## config.mk

```make
export PLATFORM = sky130hd
export DESIGN_NAME = axis_crc32_mpeg2_check_flat
export DESIGN_NICKNAME = d
export VERILOG_FILES = /design/src/rtl/axis_crc32_mpeg2_check_if.sv /design/src/rtl/axis_crc32_mpeg2_check.sv /design/src/flat_wrapper.sv
export SDC_FILE = /design/constraint.sdc
export NUM_CORES = 1
export LEC_CHECK = 0
export CAP_MARGIN = 0
export CORE_UTILIZATION = 56
export CTS_BUF_LIST = sky130_fd_sc_hd__clkbuf_2
export DETAILED_ROUTE_END_ITERATION = 8
export GPL_TIMING_DRIVEN = 0
export PLACE_DENSITY = 0.79
export SYNTH_ARGS = -nofsm -noshare
export SYNTH_HDL_FRONTEND = slang
export SYNTH_SLANG_ARGS = --single-unit
```

## constraint.sdc

```tcl
create_clock -name aclk -period 8.8 [get_ports aclk]
set_input_delay 2.64 -clock aclk [delete_from_list [all_inputs] [get_ports aclk]]
set_output_delay 2.64 -clock aclk [all_outputs]
set_load 0.05 [all_outputs]
```

## src/rtl/axis_crc32_mpeg2_check_if.sv

```systemverilog
// AXI-Stream data/handshake bundle for the CRC-32/MPEG-2 checker ports.
interface axis_crc32_mpeg2_check_if #(
  parameter int unsigned DATA_W = 32
);
  logic [DATA_W-1:0] tdata;
  logic              tvalid;
  logic              tlast;
  logic              tready;

  modport master (output tdata, output tvalid, output tlast, input tready);
  modport slave  (input tdata, input tvalid, input tlast, output tready);
endinterface

```

## src/rtl/axis_crc32_mpeg2_check.sv

```systemverilog
// Receive-side CRC-32/MPEG-2 checker: recomputes the CRC per packet, strips the
// trailing CRC word, re-marks tlast on the last payload word and reports pass/fail.
module axis_crc32_mpeg2_check #(
  parameter int unsigned                AXI_DATA_WIDTH = 32,
  parameter logic [AXI_DATA_WIDTH-1:0]  INIT_CRC       = 32'hFFFF_FFFF,
  parameter logic [AXI_DATA_WIDTH-1:0]  POLY_CRC       = 32'h04C1_1DB7,
  parameter int unsigned                ERR_CNT_WIDTH  = 16
) (
  input  logic                      aclk,
  input  logic                      areset,
  axis_crc32_mpeg2_check_if.slave   s_axis,
  axis_crc32_mpeg2_check_if.master  m_axis,
  output logic                      crc_done,
  output logic                      crc_ok,
  output logic [ERR_CNT_WIDTH-1:0]  crc_err_count
);
  localparam int unsigned DW = AXI_DATA_WIDTH;

  // 32 MSB-first polynomial steps, unrolled into one combinational chain.
  function automatic logic [DW-1:0] crc_f(input logic [DW-1:0] x);
    logic [DW-1:0] v;
    v = x;
    for (int i = 0; i < int'(DW); i++) begin
      v = v[DW-1] ? ((v << 1) ^ POLY_CRC) : (v << 1);
    end
    return v;
  endfunction

  logic [DW-1:0]            crc_q, crc_d;
  logic                     h_vld_q, h_vld_d;
  logic [DW-1:0]            h_data_q, h_data_d;
  logic                     o_vld_q, o_vld_d;
  logic [DW-1:0]            o_data_q, o_data_d;
  logic                     o_last_q, o_last_d;
  logic                     done_q, done_d;
  logic                     ok_q, ok_d;
  logic [ERR_CNT_WIDTH-1:0] err_cnt_q, err_cnt_d;

  logic          in_ready;
  logic          in_hs;
  logic          out_hs;
  logic [DW-1:0] crc_next;

  assign in_ready = !o_vld_q || m_axis.tready;
  assign in_hs    = s_axis.tvalid && in_ready;
  assign out_hs   = o_vld_q && m_axis.tready;
  assign crc_next = crc_f(crc_q ^ s_axis.tdata);

  always_comb begin
    crc_d     = crc_q;
    h_vld_d   = h_vld_q;
    h_data_d  = h_data_q;
    o_vld_d   = o_vld_q;
    o_data_d  = o_data_q;
    o_last_d  = o_last_q;
    done_d    = 1'b0;
    ok_d      = ok_q;
    err_cnt_d = err_cnt_q;

    if (out_hs) begin
      o_vld_d = 1'b0;
    end

    if (in_hs) begin
      // Held word is only released once we know whether it is the last payload word.
      if (h_vld_q) begin
        o_vld_d  = 1'b1;
        o_data_d = h_data_q;
        o_last_d = s_axis.tlast;
      end
      if (s_axis.tlast) begin
        crc_d   = INIT_CRC;
        h_vld_d = 1'b0;
        done_d  = 1'b1;
        ok_d    = (crc_next == '0);
        if ((crc_next != '0) && (err_cnt_q != '1)) begin
          err_cnt_d = err_cnt_q + ERR_CNT_WIDTH'(1);
        end
      end else begin
        crc_d    = crc_next;
        h_vld_d  = 1'b1;
        h_data_d = s_axis.tdata;
      end
    end
  end

  always_ff @(posedge aclk) begin
    if (areset) begin
      crc_q     <= INIT_CRC;
      h_vld_q   <= 1'b0;
      h_data_q  <= '0;
      o_vld_q   <= 1'b0;
      o_data_q  <= '0;
      o_last_q  <= 1'b0;
      done_q    <= 1'b0;
      ok_q      <= 1'b0;
      err_cnt_q <= '0;
    end else begin
      crc_q     <= crc_d;
      h_vld_q   <= h_vld_d;
      h_data_q  <= h_data_d;
      o_vld_q   <= o_vld_d;
      o_data_q  <= o_data_d;
      o_last_q  <= o_last_d;
      done_q    <= done_d;
      ok_q      <= ok_d;
      err_cnt_q <= err_cnt_d;
    end
  end

  assign s_axis.tready = in_ready;
  assign m_axis.tvalid = o_vld_q;
  assign m_axis.tdata  = o_data_q;
  assign m_axis.tlast  = o_last_q;
  assign crc_done      = done_q;
  assign crc_ok        = ok_q;
  assign crc_err_count = err_cnt_q;
endmodule

```

## src/flat_wrapper.sv

```systemverilog
// flat-port wrapper written by rule: the top's interface ports become plain ports
module axis_crc32_mpeg2_check_flat 
#(
  parameter int unsigned                AXI_DATA_WIDTH = 32,
  parameter logic [AXI_DATA_WIDTH-1:0]  INIT_CRC       = 32'hFFFF_FFFF,
  parameter logic [AXI_DATA_WIDTH-1:0]  POLY_CRC       = 32'h04C1_1DB7,
  parameter int unsigned                ERR_CNT_WIDTH  = 16
)
  (aclk, areset, crc_done, crc_ok, crc_err_count, s_axis_tdata, s_axis_tvalid, s_axis_tlast, s_axis_tready, m_axis_tdata, m_axis_tvalid, m_axis_tlast, m_axis_tready);
  axis_crc32_mpeg2_check_if #(.DATA_W(32)) s_axis_i ();
  axis_crc32_mpeg2_check_if #(.DATA_W(32)) m_axis_i ();
  input  logic aclk;
  input  logic areset;
  output logic crc_done;
  output logic crc_ok;
  output logic [ERR_CNT_WIDTH-1:0] crc_err_count;
  input wire logic [$bits(s_axis_i.tdata)-1:0] s_axis_tdata;
  input wire logic [$bits(s_axis_i.tvalid)-1:0] s_axis_tvalid;
  input wire logic [$bits(s_axis_i.tlast)-1:0] s_axis_tlast;
  output wire logic [$bits(s_axis_i.tready)-1:0] s_axis_tready;
  output wire logic [$bits(m_axis_i.tdata)-1:0] m_axis_tdata;
  output wire logic [$bits(m_axis_i.tvalid)-1:0] m_axis_tvalid;
  output wire logic [$bits(m_axis_i.tlast)-1:0] m_axis_tlast;
  input wire logic [$bits(m_axis_i.tready)-1:0] m_axis_tready;
  assign s_axis_i.tdata = s_axis_tdata;
  assign s_axis_i.tvalid = s_axis_tvalid;
  assign s_axis_i.tlast = s_axis_tlast;
  assign s_axis_tready = s_axis_i.tready;
  assign m_axis_tdata = m_axis_i.tdata;
  assign m_axis_tvalid = m_axis_i.tvalid;
  assign m_axis_tlast = m_axis_i.tlast;
  assign m_axis_i.tready = m_axis_tready;
  axis_crc32_mpeg2_check #(.AXI_DATA_WIDTH(AXI_DATA_WIDTH), .INIT_CRC(INIT_CRC), .POLY_CRC(POLY_CRC), .ERR_CNT_WIDTH(ERR_CNT_WIDTH)) u_core (.aclk(aclk), .areset(areset), .s_axis(s_axis_i), .m_axis(m_axis_i), .crc_done(crc_done), .crc_ok(crc_ok), .crc_err_count(crc_err_count));
endmodule
```

==> flow_summary.ini, run 1 <==
[run_status]
outcome = completed

[synth]
yosys.area_share.adder_pct = 0.153
syn_nets = 864
synth_compound_area_share_pct = 10.3
synthDominantCellAreaShare_pct = 28.6
syn-instance-count = 826
async_flop_share_pct = 0
ys_warn_count = 0
synth_cell_types = 62
ys_ff_latch = 117
syn_area_mm2 = 0.00818
muxShareOfSynthArea_pct = 0.490
synth-main-ff-cell = dfxtp_1
synth-edff-count = 0
synth_top_area_cell = dfxtp_1
ys_seq_area_share_pct = 28.6
avgSynthCellArea_um2 = 9.90
ys_top_cells_by_area = dfxtp_1 (29%), xnor2_1 (13%), xnor3_1 (8.3%)
yosys.area_share.simple_pct = 14.8
synth_top_family_by_area = XOR/XNOR gates
synthXorXnorAreaFrac_pct = 42.7

[grt]
grt_use_total_pct = 29.9
grt_pass1_wl_mm = 32.8
overflow = 0
grt_pass1_vias = 5922
grt_max_degree = 17
antenna_found_initial = 0

[setup_path]
critPathLaunchType = input port
crit_path_end_kind = flip-flop
cp_data_required_time_ns = 9.40
crit_fanout = 10
arrival_ns = 7.98
timing_worst_setup_path_type = input port to flip-flop

[place]
portBuffers = 88
gp_congestion = 0.908
post-dp-hpwl_mm = 16.7

[sta]
slew_viol_final = 0
rsz0062_at_grt = no
finalCritPeriodShare_pct = 83.8
final.min_clock_period_ns = 7.38
fin_tns_setup_ns = 0
fin_skew_ns = 0.0463
max_slew_margin_pct = 21.7
setup_viol = 0
hold_viol = 0
fmaxAchievable_mhz = 136
tightest_slew_ns = 1.17

[clock_network]
cts_sinks = 117
insertion_delay_ns = 0.69
cts_buffers = 17
cts_tree = built
cts_resized = 0
cts.htree.levels = 4
cts_setup_buffers = 0
cts_root_buf = clkbuf_2
postCtsHoldBufs = 0
clockBufferDepth = 2
clkTransAtPathRegs_ns = 0.21

[final_layout]
layout.nets = 971
area_delta_synth_final_pct = 16.6
multiInputGateArea_mm2 = 0.00560
drive_above_1_share_pct = 12.6
regArea_mm2 = 0.00234
antenna_cells = 0
nFillCells = 1153

[floorplanning]
io_pins = 90
placementRows = 43
die_h_um = 123
start_util_pct = 58.2
core_mm2 = 0.0140
die-area_mm2 = 0.0151
dieWidth_um = 123

[drt]
drtPass1Iterations = 5
drtIter0Drc = 566
detailroute.via_count = 6346
drt_wl_total_mm = 21.6
via_per_inst = 5.64
wl_per_cell_um = 19.2
drtAntennaViolNets = 0
drc = 0

[job]
maxCapViolCount = 0

[min_path]
worst_hold_path_type = flip-flop to flip-flop
cells in the mapped netlist (8+ instances only):
cell	count
a21oi_1	90
clkbuf_1	31
dfxtp_1	117
nand2_1	148
nand2b_1	24
nor2_1	21
o22ai_1	19
o31ai_1	11
or2_2	11
xnor2_1	125
xnor2_2	9
xnor2_4	8
xnor3_1	30
xnor3_2	9
xor2_1	51
xor2_2	13
layout by cell type (no fill, tap or decap), types with 5 or more instances in the layout:
cell / Yosys / routed
xnor2_1: 125 / 125
or4_1: 6 / 6
dfxtp_1: 117 / 117
xor2_1: 51 / 51
xnor2_4: 8 / 8
nand3_1: 7 / 7
clkbuf_1: 31 / 31
xnor3_4: 7 / 7
clkbuf_2: 0 / 18
or4_2: 5 / 5
o31ai_1: 11 / 11
nor2_1: 21 / 21
xnor3_2: 9 / 9
nand2_1: 148 / 148
xnor2_2: 9 / 9
clkdlybuf4s50_1: 0 / 88
or2_2: 11 / 11
nand2b_1: 24 / 24
o22ai_1: 19 / 19
xnor3_1: 30 / 30
xor2_2: 13 / 13
a21oi_1: 90 / 90
xor3_1: 6 / 6
cell type report:
cell class / instances / area share, %
Multi-Input combinational cell: 664 / 58.7
Sequential cell: 117 / 24.6
Timing Repair Buffer: 88 / 9.24
Buffer: 41 / 2.38
Tap cell: 180 / 2.36
Clock inverter: 14 / 1.68
Clock buffer: 18 / 0.945
Inverter: 4 / 0.157
kinds of logic (layout without fill, tap and decap cells):
logic type      count (synthesis)  in the layout
compound gates                143            143
xor+xnor                      264            264
fa+ha+maj                       1              1
buf+inv                        45            165
flops                         117            117
mux                             4              4
simple gates                  252            252
worst paths after layout:
kind | start | end | slack, ns | depth (start not counted)
setup reg to reg | u_core.crc_q[31] | u_core.crc_err_count[1] | 3.54 | 14
hold reg to reg | u_core.h_data_q[22] | u_core.m_axis.tdata[22] | 0.45 | 2
setup / recovery | s_axis_tdata[31] | u_core.crc_err_count[1] | 1.42 | 15
hold / removal | u_core.h_data_q[22] | u_core.m_axis.tdata[22] | 0.45 | 2
worst max-delay path: stages:
cell and delay [ns]:
clkdlybuf4s50_1 0.55, xor2_2 0.46, xnor3_2 0.66, xor2_4 0.44, xnor3_2 0.56, xnor2_4 0.42
xnor2_4 0.22, xnor2_1 0.18, or3b_1 0.39, a211o_1 0.33, a2111oi_4 0.54, buf_6 0.22
buf_12 0.13, o21ai_1 0.08, a21oi_2 0.13
layer usage:
metal	track usage, %	up-vias	part of all wire [%]
li1	-	2999	-
met3	5.20	33	7.1
met2	47.2	223	46
met1	41.0	3091	44
met5	0	-	0
met4	10.7	0	2.1
stage by stage:
stage	hold slack, ns	std cells	utilization [%]	cell area [um^2]	worst slack [ns]
after global placement	0.441	1094	66.1	9290	0.767
final	0.446	1126	67.9	9540	1.42
after detailed placement	0.442	1094	66.1	9290	0.767
after global routing	0.452	1126	67.9	9540	1.24
after CTS	0.447	1126	67.9	9540	1.46
after floorplan	0.432	826	-	8180	2.04
state kept, by name, summed over array words and instances (netlist names):
register	cells
u_core.crc_done	1
u_core.crc_err_count	16
u_core.crc_ok	1
u_core.crc_q	32
u_core.h_data_q	32
u_core.h_vld_q	1
u_core.m_axis.tdata	32
u_core.m_axis.tlast	1
u_core.m_axis.tvalid	1
Power of run 1 is left out: the tool's default activity adds up to more than one toggle a clock period on the data nets, which glitch-free logic cannot reach.
==> run 2: changes to the inputs <==
CORE_UTILIZATION = 53   (was 56)
clock period = 6.6 ns   (was 8.8 ns; I/O delays follow)
==> run 2 against run 1 <==
Against the previous run: critical path depth is 1 lower; first-iteration DRC count is 6.4% higher; clock skew is 0.012 ns lower; sequential cell count stayed put; setup slack worse by 1.3 ns; utilization is 3.7 points lower; global-route usage is 1.9 points lower; non-clock buffer count is 14 higher; final area is 1.9% higher; critical path type unchanged; sequential share of layout area is 0.46 points lower; wire length is 1.6% higher.
==> flow_summary.ini, run 2 (synthesis gave the netlist of run 1 again) <==
[run_status]
outcome = completed

[drt]
wl_met1_mm = 9.11
highest_layer = met4
detailroute.via_count = 6425
via_per_inst = 5.60
wl_per_cell_um = 19.1
drtPass1Iterations = 5
drtAntennaViolNets = 0
met2_length_mm = 10.6
drc = 0
wl_met3_mm = 1.77
drtIter0Drc = 602
drt_wl_total_mm = 22.0

[place]
portBuffers = 88
gp_congestion = 0.911
post-dp-hpwl_mm = 16.9
placed_area_mm2 = 0.00930

[floorplanning]
die-area_mm2 = 0.0159
core_mm2 = 0.0151
dieWidth_um = 126
start_util_pct = 54.0
die_h_um = 126
placementRows = 45
io_pins = 90

[setup_path]
cp_cell_sequence = clkdlybuf4s50_1 -> xor2_4 -> xnor3_1 -> xor2_1 -> xor3_1 -> xnor3_4 -> xnor2_1 -> nor3_1 -> o211ai_1 -> a2111oi_4 -> buf_4 -> buf_6 -> or4_2 -> a21oi_1
critPathLaunchType = input port
cp_data_required_time_ns = 7.20
crit_fanout = 10
crit_path_end_kind = flip-flop
timing_worst_setup_path_type = input port to flip-flop
critPathSlowestCell = or4_2
worst-path-buf-inv = 3
cp_slowest_stage_delay_ns = 0.63
critical_path.top_delay_family = XOR/XNOR gates
arrival_ns = 7.09

[job]
maxCapViolCount = 0

[grt]
antenna_found_initial = 0
overflow = 0
grt_use_total_pct = 28.0
grt_max_degree = 17
grt_pass1_vias = 6110
grt_pass1_wl_mm = 33.4

[final_layout]
final_design_area_no_fill_mm2 = 0.00972
final_common_cell = nand2_1
area_delta_synth_final_pct = 18.8
drive_above_1_share_pct = 14.4
nFillCells = 1217
final_cell_mix = nand2_1 (148), xnor2_1 (121), dfxtp_1 (117)
fin_util_pct = 64.2
antenna_cells = 0
layout.nets = 985

[sta]
finalCritPeriodShare_pct = 98.3
fmaxAchievable_mhz = 154
holdWs_ns = 0.443
max_slew_margin_pct = 30.3
fin_skew_ns = 0.0343
tightest_slew_ns = 1.04
final.min_clock_period_ns = 6.49
fin_tns_setup_ns = 0
hold_viol = 0
setup_viol = 0
slew_viol_final = 0

[clock_network]
cts_root_buf = clkbuf_2
cts.htree.levels = 4
cts_sinks = 117
postCtsHoldBufs = 0
clockBufferDepth = 2
cts_tree = built
insertion_delay_ns = 0.66
clkTransAtPathRegs_ns = 0.20
cts_buffers = 17

[min_path]
worst_hold_path_type = flip-flop to flip-flop
run 2: worst paths after layout:
path / startpoint / endpoint / slack (ns) / depth (start not counted)
max: s_axis_tdata[31] / u_core.crc_err_count[11] / 0.11 / 14
min: u_core.h_data_q[12] / u_core.m_axis.tdata[12] / 0.44 / 2
max reg2reg: u_core.crc_q[31] / u_core.crc_err_count[11] / 1.60 / 13
min reg2reg: u_core.h_data_q[12] / u_core.m_axis.tdata[12] / 0.44 / 2
run 2: through the flow:
step	setup slack, ns	instances
2_1_floorplan	0.501	826
3_3_place_gp	-0.803	1102
3_5_place_dp	-0.874	1102
4_1_cts	0.111	1142
5_1_grt	-0.0141	1148
6_report	0.113	1148
run 2: per-layer routing:
layer | global-route usage [%] | vias up
li1 | - | 3015
met1 | 37.3 | 3093
met2 | 46.3 | 277
met3 | 3.74 | 40
met4 | 10.5 | 0
met5 | 0 | -
run 2: cell type report:
cell class	count	area (um^2)	share of cell area [%]
Multi-Input combinational cell	664	5660	58.2
Sequential cell	117	2340	24.1
Timing Repair Buffer	102	998	10.3
Tap cell	188	235	2.42
Buffer	41	226	2.33
Clock inverter	15	158	1.62
Clock buffer	17	85.1	0.875
Inverter	4	15.0	0.154
run 2: worst min-delay path: cells and delay by family, from the launching register on:
kind | cells | cell delay, ns
flops | 1 | 0.35
simple gates | 1 | 0.05
compound gates | 1 | 0.05
run 2: timing repair:
| item | in CTS | in global routing |
|---|---|---|
| setup buffers | 8 | 6 |
| pin swaps | 3 | 3 |
| resized for setup | 1 | 6 |
| cloned | 0 | 0 |
| endpoints found under the hold margin | 0 | 0 |
| endpoints found under the setup margin | 17 | 17 |
Power of run 2 is left out for the same reason.
